==> src/rtl/reg_serializer.sv <==
// Parallel-to-serial transmitter: start bit, WIDTH data bits LSB first, stop bit.
// Define REG_SERIALIZER_PARITY_EN to insert an even-parity bit between data and stop.
module reg_serializer #(
    parameter int WIDTH      = 8,
    parameter int BIT_CYCLES = 4
) (
    input  logic             clk,
    input  logic             rst_,
    input  logic [WIDTH-1:0] data,
    input  logic             load,
    output logic             ready,
    output logic             busy,
    output logic             txd,
    output logic             done
);

    localparam int CW = (BIT_CYCLES > 1) ? $clog2(BIT_CYCLES) : 1;
    localparam int BW = $clog2(WIDTH);
    localparam logic [CW-1:0] CYC_LAST = CW'(BIT_CYCLES - 1);
    localparam logic [CW-1:0] CYC_PEN  = CW'((BIT_CYCLES > 1) ? BIT_CYCLES - 2 : 0);
    localparam logic [BW-1:0] BIT_LAST = BW'(WIDTH - 1);

    typedef enum logic [2:0] {
        IDLE,
        START,
        DATA,
`ifdef REG_SERIALIZER_PARITY_EN
        PARITY,
`endif
        STOP
    } state_t;

    state_t           state;
    logic [WIDTH-1:0] shreg;
    logic [BW-1:0]    bitc;
    logic [CW-1:0]    cyc;
`ifdef REG_SERIALIZER_PARITY_EN
    logic             par;
`endif

    assign ready = (state == IDLE);

    always_ff @(posedge clk) begin
        if (rst_) begin
            state <= IDLE;
            txd   <= 1'b1;
            busy  <= 1'b0;
            done  <= 1'b0;
            shreg <= '0;
            bitc  <= '0;
            cyc   <= '0;
`ifdef REG_SERIALIZER_PARITY_EN
            par   <= 1'b0;
`endif
        end else begin
            done <= 1'b0;
            case (state)
                IDLE: begin
                    txd  <= 1'b1;
                    busy <= 1'b0;
                    if (load) begin
                        shreg <= data;
`ifdef REG_SERIALIZER_PARITY_EN
                        par   <= ^data;
`endif
                        state <= START;
                        txd   <= 1'b0;
                        busy  <= 1'b1;
                        cyc   <= '0;
                        bitc  <= '0;
                    end
                end
                START: begin
                    if (cyc == CYC_LAST) begin
                        cyc   <= '0;
                        state <= DATA;
                        txd   <= shreg[0];
                    end else begin
                        cyc <= cyc + CW'(1);
                    end
                end
                DATA: begin
                    if (cyc == CYC_LAST) begin
                        cyc   <= '0;
                        shreg <= shreg >> 1;
                        if (bitc == BIT_LAST) begin
                            bitc <= '0;
`ifdef REG_SERIALIZER_PARITY_EN
                            state <= PARITY;
                            txd   <= par;
`else
                            state <= STOP;
                            txd   <= 1'b1;
                            // With one cycle per bit the first stop cycle is also the last.
                            done  <= (BIT_CYCLES == 1);
`endif
                        end else begin
                            bitc <= bitc + BW'(1);
                            txd  <= shreg[1];
                        end
                    end else begin
                        cyc <= cyc + CW'(1);
                    end
                end
`ifdef REG_SERIALIZER_PARITY_EN
                PARITY: begin
                    if (cyc == CYC_LAST) begin
                        cyc   <= '0;
                        state <= STOP;
                        txd   <= 1'b1;
                        done  <= (BIT_CYCLES == 1);
                    end else begin
                        cyc <= cyc + CW'(1);
                    end
                end
`endif
                STOP: begin
                    if (cyc == CYC_LAST) begin
                        cyc   <= '0;
                        state <= IDLE;
                        busy  <= 1'b0;
                        txd   <= 1'b1;
                    end else begin
                        cyc  <= cyc + CW'(1);
                        // done is registered, so raise it one cycle ahead of the last stop cycle.
                        done <= (cyc == CYC_PEN);
                    end
                end
                default: state <= IDLE;
            endcase
        end
    end

endmodule

==> config.mk <==
export PLATFORM = sky130hd
export DESIGN_NAME = reg_serializer
export DESIGN_NICKNAME = d
export VERILOG_FILES = /design/src/rtl/reg_serializer.sv
export SDC_FILE = /design/constraint.sdc
export NUM_CORES = 1
export LEC_CHECK = 0
export ABC_AREA = 1
export BUFFER_PORTS_ARGS = -buffer_cell sky130_fd_sc_hd__buf_2
export CAP_MARGIN = 20
export CELL_PAD_IN_SITES_DETAIL_PLACEMENT = 1
export CELL_PAD_IN_SITES_GLOBAL_PLACEMENT = 1
export CORE_ASPECT_RATIO = 1.5
export CORE_MARGIN = 1.5
export CORE_UTILIZATION = 41
export CTS_BUF_LIST = sky130_fd_sc_hd__clkbuf_16
export CTS_CLUSTER_SIZE = 12
export DETAILED_ROUTE_END_ITERATION = 6
export GPL_TIMING_DRIVEN = 0
export PLACE_DENSITY = 0.84
export SYNTH_ARGS = -nofsm -noshare
export SYNTH_HDL_FRONTEND = slang
export SYNTH_SLANG_ARGS = --single-unit
export TNS_END_PERCENT = 5
==> constraint.sdc <==
create_clock -name clk -period 2.35 [get_ports clk]
set_input_delay 0.235 -clock clk [delete_from_list [all_inputs] [get_ports clk]]
set_output_delay 0.235 -clock clk [all_outputs]
set_load 0.02 [all_outputs]
==> metrics.md, run 1 <==
| Metric | Value |
|---|---|
| Root Driver | clkbuf_16 |
| Register Area | 360 µm² |
| Vias after detailed routing | between 900 and 1k |
| F_max | about 630 MHz |
| Minimum period implied by the final worst setup slack | 1600 ps |
| DRC | 0 |
| Post-synth top area cell | dfxtp_1 |
| Fill cells | 316 |
| Worst setup EP type | register |
| Synth Warn # | 0 |
| Synth top area cells | dfxtp_1, nand2_1, nor2_1 |
| CP cell instances | inv_1 > ha_1 > inv_2 > nor2_4 > nor2_2 > nand2_2 > buf_6 > o21ai_0 > nor2_1 |
| Post-synthesis cell type count | 18 |
| Multi-input gate area | just over 500 µm² |
| CTS tree | yes |
| FF+latch count, synth | 18 |
| Initial antenna violation count | 0 |
| Slew HR | 0.823 |
| Syn avg cell area | 6.70 µm² |
| Post-synthesis sequential area ratio | 0.371 |
| Fin. Hold Viols | 0 |
| Syn Nets | 164 |
| Hold Path Class | input pin to register |
| Ant. Diodes | 0 |
| HPWL after detailed placement | 1810 µm |
| DR iter-0 viols | 9 |
| Worst Skew | between 2 and 2.5 ps |
| CTS buffer count | 3 |
| Worst EP required | 2490 ps |
| # port buffers | 14 |
| RSZ-0062 raised after global routing | no |
| Mapped Cells | approximately 150 |
| Worst path slowest cell | dfxtp_1 |
| Die Span Y | 62.6 µm |
| Tot GR Track Use | 0.196 |
| P&R area growth vs syn | 18.3% |
| Vias/cell | 5.05 |
| Clock Latency Late Sink | ~250 ps |
| Top Usage Layer GRT | met2 |
| Layout cells sized above 1 | 0.166 |
| Top Ports | 15 |
| Final Max Slew Viols | 0 |
| Deepest clock path buffer count | 2 |
| # Post-CTS Setup Buffers | 0 |
| Worst VDD drop | 541 µV |
| Leading cell type in the layout, fill and taps excluded | nand2_1 |
| Crit Path Category | register to register |
| Clock sinks | 18 |
| WL final | 2420 µm |
| M2 GR Usage | 0.369 |
| Layout Nets | 183 |
| Crit start category | register |
| Largest net degree at the start of global routing | 11 |
| Async set or reset register ratio after synthesis | 0 |
| Pre-antenna DRT Iters | 2 |
| DP Area | about 0.0011 mm² |
| H-tree levels | 1 |
| Die area | 0.00268 mm² |
| Post_cts resized | 0 |
| Site Rows | 21 |
| Final hold slack | 189 ps |
| CP max FO | 10 |
| Commonest non-fill, non-tap cells in the layout | nand2_1, nor2_1, dfxtp_1 |
| Proportion of netlist area held by the largest area contributor | 0.371 |
| EDFF count, synth | 0 |
| Gr ovfl total | 0 |
| First-pass GRT wire length | about 4100 µm |
| Max-cap violation count | 0 |
| Hold_buf cts | 0 |
| Netlist Area Pre-Place | about 970 µm² |
| Critical path data arrival time | 1740 ps |
| Power Dens Cells | 1350 mW/mm² |
| Die width | 42.8 µm |
| Final Cycle Share | 0.679 |
| Drt wl/cell | roughly 13 µm |
| Top FF cell, synth | dfxtp_1 |
| Met1 Usage GRT | 0.209 |
| Core Area | 0.00223 mm² |
| Critical Path Max Stage Delay | 390 ps |
| Setup TNS after final layout | 0 ps |
| M3 GR Usage | 0.0260 |
| Vias in the first global route | 966 |
| Fin area | 0.00115 mm² |
| Worst-Margin Slew | 266 ps |
| ANT nets after route | 0 |
| Final core utilization | 0.515 |
| Leak | 0.619 nW |
| Starting Density | 0.435 |
| Worst-path clk slew | ~50 ps |
| Outcome | finished clean |
| Setup Viol. Count Final | 0 |
| Global placement routability congestion | 0.768 |
[state kept, by name (all words and copies together), names as in the netlist]
register and count:
busy 1, shreg 8, state 2, cyc 2
bitc 3, done 1, txd 1
[report_power, final]
group	leakage, nW	total [mW]	switching [mW]	internal [mW]
registers	0.149	0.481	0.0666	0.415
clock network	0.0385	0.348	0.121	0.226
logic	0.432	0.718	0.458	0.260
total	0.619	1.55	0.646	0.901
[stage by stage]
| step | instances | total power [mW] | worst slack [ps] |
|---|---|---|---|
| 4_1_cts | 186 | 1.57 | 745 |
| 3_3_place_gp | 182 | 1.16 | 830 |
| 2_1_floorplan | 145 | 1.01 | 882 |
| 5_1_grt | 186 | 1.67 | 594 |
| 6_report | 186 | 1.55 | 753 |
| 3_5_place_dp | 182 | 1.20 | 758 |
[cells in the mapped netlist (2+ instances only)]
library cell,count
a21oi_1,5
buf_6,2
dfxtp_1,18
ha_1,8
inv_1,14
inv_2,2
nand2_1,39
nand3_1,3
nor2_1,34
o21ai_0,8
o21ai_1,5
[critical path: cells and delay by family, from the launching register on]
kind,cells,cell delay (ps)
AOI/OAI and AO/OA,1,170
DFF,1,390
adders and majority gates,1,300
buffers and inverters,3,350
and+or+nand+nor,4,280
[metal layers]
metal  routed length [µm]  up-vias
li1                     -      481
met1                  972      438
met2                 1340       16
met3                   63        4
met4                   37        0
met5                    0        -
[path summary, 6_finish.rpt]
path              depth (start not counted)  slack [ps]                  start               endpoint
setup reg to reg                          9         750  state[0]$_SDFFE_PP0P_  shreg[6]$_SDFFE_PP0P_
setup / recovery                          9         750  state[0]$_SDFFE_PP0P_  shreg[6]$_SDFFE_PP0P_
hold / removal                            2         190                   rst_    cyc[1]$_SDFFE_PP0P_
hold reg to reg                           2         470       txd$_SDFFE_PP1P_       txd$_SDFFE_PP1P_
[cells by family (layout without fill, tap and decap cells)]
logic type | Yosys count | count (layout) | synth area share
flops | 18 | 18 | 0.371
fa+ha+maj | 8 | 8 | 0.103
compound gates | 19 | 19 | 0.100
buf+inv | 20 | 38 | 0.0978
simple gates | 80 | 80 | 0.328
[cell type report]
cell class                 instances  share of cell area
multi-input combinational        107               0.449
sequential                        18               0.313
clock buffer                       3              0.0653
inverter                          16              0.0522
tap                               23              0.0250
clock inverter                     1             0.00326
buffer                             4              0.0305
timing repair buffer              14              0.0609
No activity file was read; power rests on OpenSTA's default activity.
==> inputs of run 2 (changes only) <==
- ABC_AREA: 1 -> 0
- PLACE_DENSITY: 0.84 -> 0.79
- clock period: 2.35 -> 1.5 ns (I/O delays scaled with it)
==> run 2 against run 1 <==
Effect of this change:
- critical path type unchanged
- cell count fell by 19%
- sequential power rose by 68%
- highest routed layer unchanged
- synthesized cell count fell by 30%
- worst hold slack got worse by 7.0 ps
- clock skew fell by 0.82 ps
- clock power rose by 54%
- combinational power rose to 2.6 times the previous value
- non-clock buffer count rose by 12
- maximum frequency rose by 2.5%
- the run now ends with negative setup slack left
- critical path depth fell by 4
- utilization rose by 12 points
- sequential cell count did not move
==> metrics.md, run 2 <==
| Metric | Value |
|---|---|
| Outcome | finished with violations (was finished clean) |
| Failing checks | negative setup slack |
| Sequential share of power | 0.250 (was 0.311) |
| Top Ports | 15 (unchanged) |
| Fill cells | 241 (was 316) |
| RSZ-0062 raised after global routing | yes (was no) |
| Final hold slack | 182 ps (was 189 ps) |
| Fin area | 0.00140 mm² (was 0.00115 mm²) |
| Starting Density | 0.430 (was 0.435) |
| Crit Path Category | register to register (unchanged) |
| Clock share of power | 0.166 (was 0.225) |
| Post-synthesis sequential area ratio | 0.379 (was 0.371) |
| First-pass GRT wire length | 4840 µm (was 4130 µm) |
| Site Rows | 21 (unchanged) |
| Clock sinks | 18 (unchanged) |
| Post-synth top area cell | dfxtp_1 (unchanged) |
| Internal power | 1.93 mW (was 901 µW) |
| Syn avg cell area | 9.31 µm² (was 6.70 µm²) |
| DP Area | 0.00106 mm² (was 0.00107 mm²) |
| Root Driver | clkbuf_16 (unchanged) |
| Worst setup EP type | register (unchanged) |
| Ant. Diodes | 0 (unchanged) |
| Worst-path clk slew | 50 ps (about the same) |
| Count leader, synth | dfxtp_1 (was nand2_1) |
| Critical path data arrival time | 1720 ps (was 1740 ps) |
| Vias/cell | 5.91 (was 5.05) |
| Multi-input gate area | 677 µm² (was 517 µm²) |
| CP max FO | 3 (was 10) |
| Fin. Hold Viols | 0 (unchanged) |
| HPWL after detailed placement | 1600 µm (was 1810 µm) |
| Max-cap violation count | 0 (unchanged) |
| Non-filler instance count after layout | 151 (was 186) |
| Commonest cells post-synth | dfxtp_1, a21oi_1, mux2i_1 (was nand2_1, nor2_1, dfxtp_1) |
| WL final | 3200 µm (was 2420 µm) |
| Final Cycle Share | 1.04 (was 0.679) |
| Drt wl/cell | 21.2 µm (was 13.0 µm) |
| Tot GR Track Use | 0.255 (was 0.196) |
| Crit start category | register (unchanged) |
| CTS tree | yes (unchanged) |
| Deepest clock path buffer count | 2 (unchanged) |
| Leading cell type in the layout, fill and taps excluded | dfxtp_1 (was nand2_1) |
| Gr ovfl total | 0 (unchanged) |
| Async set or reset register ratio after synthesis | 0 (unchanged) |
| Power Dens Cells | 2310 mW/mm² (was 1350 mW/mm²) |
| Core Area | 0.00221 mm² (was 0.00223 mm²) |
| Top FF cell, synth | dfxtp_1 (unchanged) |
| Leak | 0.552 nW (was 0.619 nW) |
| Biggest registers after layout | shreg: 8 flops, bitc: 3 flops (unchanged) |
| Clock Latency Late Sink | 250 ps (about the same) |
| Mapped Cells | 102 (was 145) |
| Largest net degree at the start of global routing | 11 (unchanged) |
| Worst VDD drop | 1360 µV (was 541 µV) |
| Hold Crit Depth | 3 (was 2) |
| Worst Skew | 1.54 ps (was 2.36 ps) |
| ANT nets after route | 0 (unchanged) |
| R2R depth | 5 (was 9) |
| Final Max Slew Viols | 0 (unchanged) |
| Die area | 0.00262 mm² (was 0.00268 mm²) |
| Place WS | -187 ps (was 758 ps) |
| Setup Viol. Count Final | 5 (was 0) |
| Minimum period implied by the final worst setup slack | 1560 ps (was 1600 ps) |
| FF+latch count, synth | 18 (unchanged) |
| Commonest non-fill, non-tap cells in the layout | dfxtp_1, buf_2, buf_4 (was nand2_1, nor2_1, dfxtp_1) |
| Hold Path Class | input pin to register (unchanged) |
| DRC | 0 (unchanged) |
| Worst-Margin Slew | 643 ps (was 266 ps) |
| CTS buffer count | 3 (unchanged) |
| Post-synthesis cell type count | 29 (was 18) |
| Synth top area cells | dfxtp_1, ha_1, mux2i_1 (was dfxtp_1, nand2_1, nor2_1) |
| Setup slack after layout | -57.7 ps (was 753 ps) |
| Proportion of netlist area held by the largest area contributor | 0.379 (was 0.371) |
| Netlist Area Pre-Place | 950 µm² (was 972 µm²) |
| Sw frac | 0.405 (was 0.417) |
| Inst Count DP | 138 (was 182) |
| Hold_buf cts | 0 (unchanged) |
| Logic pwr share | 0.584 (was 0.464) |
| Setup TNS after final layout | -149 ps (was 0 ps) |
| Vias in the first global route | 972 (was 966) |
| Final core utilization | 0.634 (was 0.515) |
| Die width | 42.3 µm (was 42.8 µm) |
| F_max | 642 MHz (was 626 MHz) |
| Vias after detailed routing | 892 (was 939) |
| Largest register FFs | 8 (unchanged) |
| P&R area growth vs syn | 47.4% (was 18.3%) |
| Slew HR | 0.572 (was 0.823) |
| # port buffers | 13 (was 14) |
| Sw power | 1.31 mW (was 646 µW) |
| Most flop-heavy register | shreg (unchanged) |
| Power Total | 3.24 mW (was 1.55 mW) |
| Synth Warn # | 0 (unchanged) |
| Die Span Y | 61.9 µm (was 62.6 µm) |
| H-tree levels | 1 (unchanged) |
| DR iter-0 viols | 25 (was 9) |
| Worst EP required | 1660 ps (was 2490 ps) |
| Syn Nets | 121 (was 164) |
| Layout cells sized above 1 | 0.477 (was 0.166) |
| Pre-antenna DRT Iters | 4 (was 2) |
| Initial antenna violation count | 0 (unchanged) |
| Global placement routability congestion | 0.762 (was 0.768) |
| Register Area | 368 µm² (was 360 µm²) |
| Layout Nets | 148 (was 183) |
| EDFF count, synth | 0 (unchanged) |
==> run 2: cell count changes after synthesis, sizes merged, moves of 7 or more <==
cell    previous run  this run
o21ai             13         6
mux2i              0         9
inv               16         5
a311oi             0         7
nor2              36         5
nand2             40         1
a21oi              5        12
==> run 2: final cells by class <==
class	instances	share of cell area
multi-input cells	71	0.483
clock inverters	1	0.00268
flip-flops and latches	18	0.263
plain buffers	6	0.0375
inverters	5	0.0170
well taps	23	0.0206
repair buffers	24	0.122
clock buffers	3	0.0536
==> run 2: power by group through the flow <==
stage | Sequential (mW) | Clock [mW] | Combinational, mW
2_1_floorplan | 0.759 | 0 | 0.878
4_1_cts | 0.766 | 0.545 | 1.68
3_5_place_dp | 0.762 | 0 | 1.12
3_3_place_gp | 0.754 | 0 | 1.08
6_report | 0.810 | 0.537 | 1.89
5_1_grt | 0.831 | 0.557 | 2.00
==> run 2: path summary, 6_finish.rpt <==
path | slack, ps | end | start
min reg2reg | 480 | busy$_SDFFE_PP0P_ | busy$_SDFFE_PP0P_
max reg2reg | -60 | bitc[0]$_SDFFE_PP0P_ | bitc[0]$_SDFFE_PP0P_
min | 180 | shreg[7]$_SDFFE_PP0P_ | data[7]
max | -60 | bitc[0]$_SDFFE_PP0P_ | bitc[0]$_SDFFE_PP0P_
==> run 2: metal layers <==
| layer | part of all wire | wire length [µm] | vias to the layer above | track usage |
|---|---|---|---|---|
| met5 | 0 | 0 | - | 0 |
| met4 | 0.030 | 95 | 0 | 0.138 |
| met3 | 0.020 | 63 | 8 | 0.0289 |
| met2 | 0.57 | 1820 | 20 | 0.501 |
| met1 | 0.38 | 1220 | 437 | 0.264 |
| li1 | - | - | 427 | - |
==> run 2: repair_timing <==
action                                  4_1_cts  5_1_grt
gates cloned                                  1        0
pin swaps                                     4        2
endpoints found under the setup margin       14       14
resized for setup                            29       15
buffers inserted                              8        2
==> run 2: worst max-delay path: stages, from the launching register on <==
cell      delay [ps]
dfxtp_2          330
ha_2             180
ha_2             170
nand2b_4         140
or4_1            500
a21oi_1          150
==> run 2: cell families after synthesis <==
logic type      count (synthesis)  synth area share
compound gates                 31             0.209
flops                          18             0.379
buf+inv                        13            0.0659
fa+ha+maj                       8             0.105
mux                            10             0.107
simple gates                   22             0.133
==> inputs of run 3 (changes only) <==
- CORE_UTILIZATION: 41 -> 33
- PLACE_DENSITY: 0.79 -> 0.67
==> run 3 against run 2 <==
Effect of this change:
- the run still ends with negative setup slack left
- combinational power decreased by 8%
- die area rose by 23%
- worst setup slack got worse by 35 ps
- critical endpoint is now txd$_SDFFE_PP1P_
- worst hold slack got worse by 17 ps
- register-to-register slack got worse by 40 ps
- first-iteration DRC count is the same
- sequential share of layout area is 0.39 points higher
- cell area shrank 0.80%
- maximum frequency shrank 2.2%
- sequential cell count unchanged
==> metrics.md, run 3 (same netlist as run 2, synthesis figures left out) <==
| Metric | Value |
|---|---|
| Vias in the first global route | 980 (was 972) |
| Slew HR | 0.624 (was 0.572) |
| Pre-antenna DRT Iters | 4 (unchanged) |
| Gr ovfl total | 0 (unchanged) |
| Met1 Usage GRT | 0.216 (was 0.264) |
| Final core utilization | 0.513 (was 0.634) |
| Leak | 0.556 nW (was 0.552 nW) |
| Failing checks | negative setup slack (unchanged) |
| Final Max Slew Viols | 0 (unchanged) |
| Initial antenna violation count | 0 (unchanged) |
| ANT nets after route | 0 (unchanged) |
| Worst Skew | 3.70 ps (was 1.54 ps) |
| Die width | 46.8 µm (was 42.3 µm) |
| M3 GR Usage | 0.0286 (was 0.0289) |
| Root Driver | clkbuf_16 (unchanged) |
| DP Area | 0.00108 mm² (was 0.00106 mm²) |
| RR Startpoint | bitc[0]$_SDFFE_PP0P_ (unchanged) |
| Hold Path Class | input pin to register (unchanged) |
| Site Rows | 23 (was 21) |
| # port buffers | 13 (unchanged) |
| Layout cells sized above 1 | 0.450 (was 0.477) |
| Crit start category | register (unchanged) |
| Leading cell type in the layout, fill and taps excluded | dfxtp_1 (unchanged) |
| H-tree levels | 1 (unchanged) |
| Vias/cell | 5.41 (was 5.91) |
| Worst setup EP type | register (unchanged) |
| Largest net degree at the start of global routing | 11 (unchanged) |
| Setup Viol. Count Final | 2 (was 5) |
| Die area | 0.00322 mm² (was 0.00262 mm²) |
| Setup slack after layout | -92.7 ps (was -57.7 ps) |
| Final hold slack | 165 ps (was 182 ps) |
| Biggest registers after layout | shreg: 8 flops, bitc: 3 flops (unchanged) |
| DRC | 0 (unchanged) |
| Worst EP required | 1630 ps (was 1660 ps) |
| First-pass GRT wire length | 4460 µm (was 4840 µm) |
| CP max FO | 2 (was 3) |
| Top Ports | 15 (unchanged) |
| Drt wl/cell | 16.3 µm (was 21.2 µm) |
| Critical Path Source | bitc[0]$_SDFFE_PP0P_ (unchanged) |
| Worst VDD drop | 990 µV (was 1360 µV) |
| Deepest clock path buffer count | 2 (unchanged) |
| CTS buffer count | 3 (unchanged) |
| Largest register FFs | 8 (unchanged) |
| RSZ-0062 raised after global routing | yes (unchanged) |
| CTS tree | yes (unchanged) |
| Starting Density | 0.351 (was 0.430) |
| Top Usage Layer GRT | met2 (unchanged) |
| Crit Path Category | register to register (unchanged) |
| Ant. Diodes | 0 (unchanged) |
| Outcome | finished with violations (unchanged) |
| HPWL after detailed placement | 1640 µm (was 1600 µm) |
| Clock sinks | 18 (unchanged) |
| Layout Nets | 150 (was 148) |
| Tot GR Track Use | 0.193 (was 0.255) |
| Clock Latency Late Sink | 250 ps (about the same) |
| Vias after detailed routing | 898 (was 892) |
| Fin. Hold Viols | 0 (unchanged) |
| Most flop-heavy register | shreg (unchanged) |
| WL final | 2700 µm (was 3200 µm) |
| Minimum period implied by the final worst setup slack | 1590 ps (was 1560 ps) |
| Hold_buf cts | 0 (unchanged) |
| Max-cap violation count | 0 (unchanged) |
| F_max | 628 MHz (was 642 MHz) |
| Commonest non-fill, non-tap cells in the layout | dfxtp_1, buf_2, buf_4 (unchanged) |
| Critical path data arrival time | 1730 ps (was 1720 ps) |
| Final Cycle Share | 1.06 (was 1.04) |
| Die Span Y | 68.7 µm (was 61.9 µm) |
| DR iter-0 viols | 25 (unchanged) |
| Core Area | 0.00271 mm² (was 0.00221 mm²) |
| Global placement routability congestion | 0.690 (was 0.762) |
| P&R area growth vs syn | 46.2% (was 47.4%) |
| Power Dens Cells | 2200 mW/mm² (was 2310 mW/mm²) |
| Hold Path Origin | data[7] (unchanged) |
| Worst-path clk slew | 60 ps (was 50 ps) |
| Worst-Margin Slew | 564 ps (was 643 ps) |
| Fin area | 0.00139 mm² (was 0.00140 mm²) |
| M2 GR Usage | 0.348 (was 0.501) |
[run 3: where the power goes]
part	total, mW	internal (mW)	switching [mW]
Clock	0.544	0.352	0.192
Sequential	0.775	0.659	0.117
Combinational	1.73	0.873	0.861
Total	3.05	1.88	1.17
[run 3: final timing paths]
| kind | end | slack, ps | cells after the start |
|---|---|---|---|
| hold reg to reg | busy$_SDFFE_PP0P_ | 480 | 2 |
| setup reg to reg | txd$_SDFFE_PP1P_ | -90 | 6 |
| hold / removal | shreg[7]$_SDFFE_PP0P_ | 160 | 3 |
| setup / recovery | txd$_SDFFE_PP1P_ | -90 | 6 |
[run 3: stage by stage]
step           std cells  total power, mW  setup WS, ps  TNS [ps]
2_1_floorplan        102             1.64         -17.0     -17.0
3_3_place_gp         152             1.85          -125     -1030
3_5_place_dp         152             1.89          -205     -1590
4_1_cts              166             2.90         -20.8     -20.8
5_1_grt              166             3.26          -127      -419
6_report             166             3.05         -92.7      -115
[run 3: layout make-up]
type	count	area, µm²
fill	319	1320
timing repair buffer	26	194
tap	37	46.3
clock buffer	3	75.1
multi-input combinational	71	633
sequential	18	370
buffer	6	48.8
inverter	5	21.3
[run 3: routing by layer]
metal  wire length [µm]  vias up
met5                  0        -
met4                 59        0
li1                   -      433
met2               1500       22
met1               1070      436
met3                 74        7
[run 3: repair_timing]
item,4_1_cts,5_1_grt
buffers inserted,12,0
resized for setup,27,9
endpoints found under the setup margin,14,11
cloned,1,0
pin swaps,4,1
[run 3: worst max-delay path, cell delays in order, from the launching register on]
cell     delay [ps]
dfxtp_2         320
ha_2            170
ha_2            170
buf_4           140
o21ai_0         220
a32oi_1         140
a211o_1         310
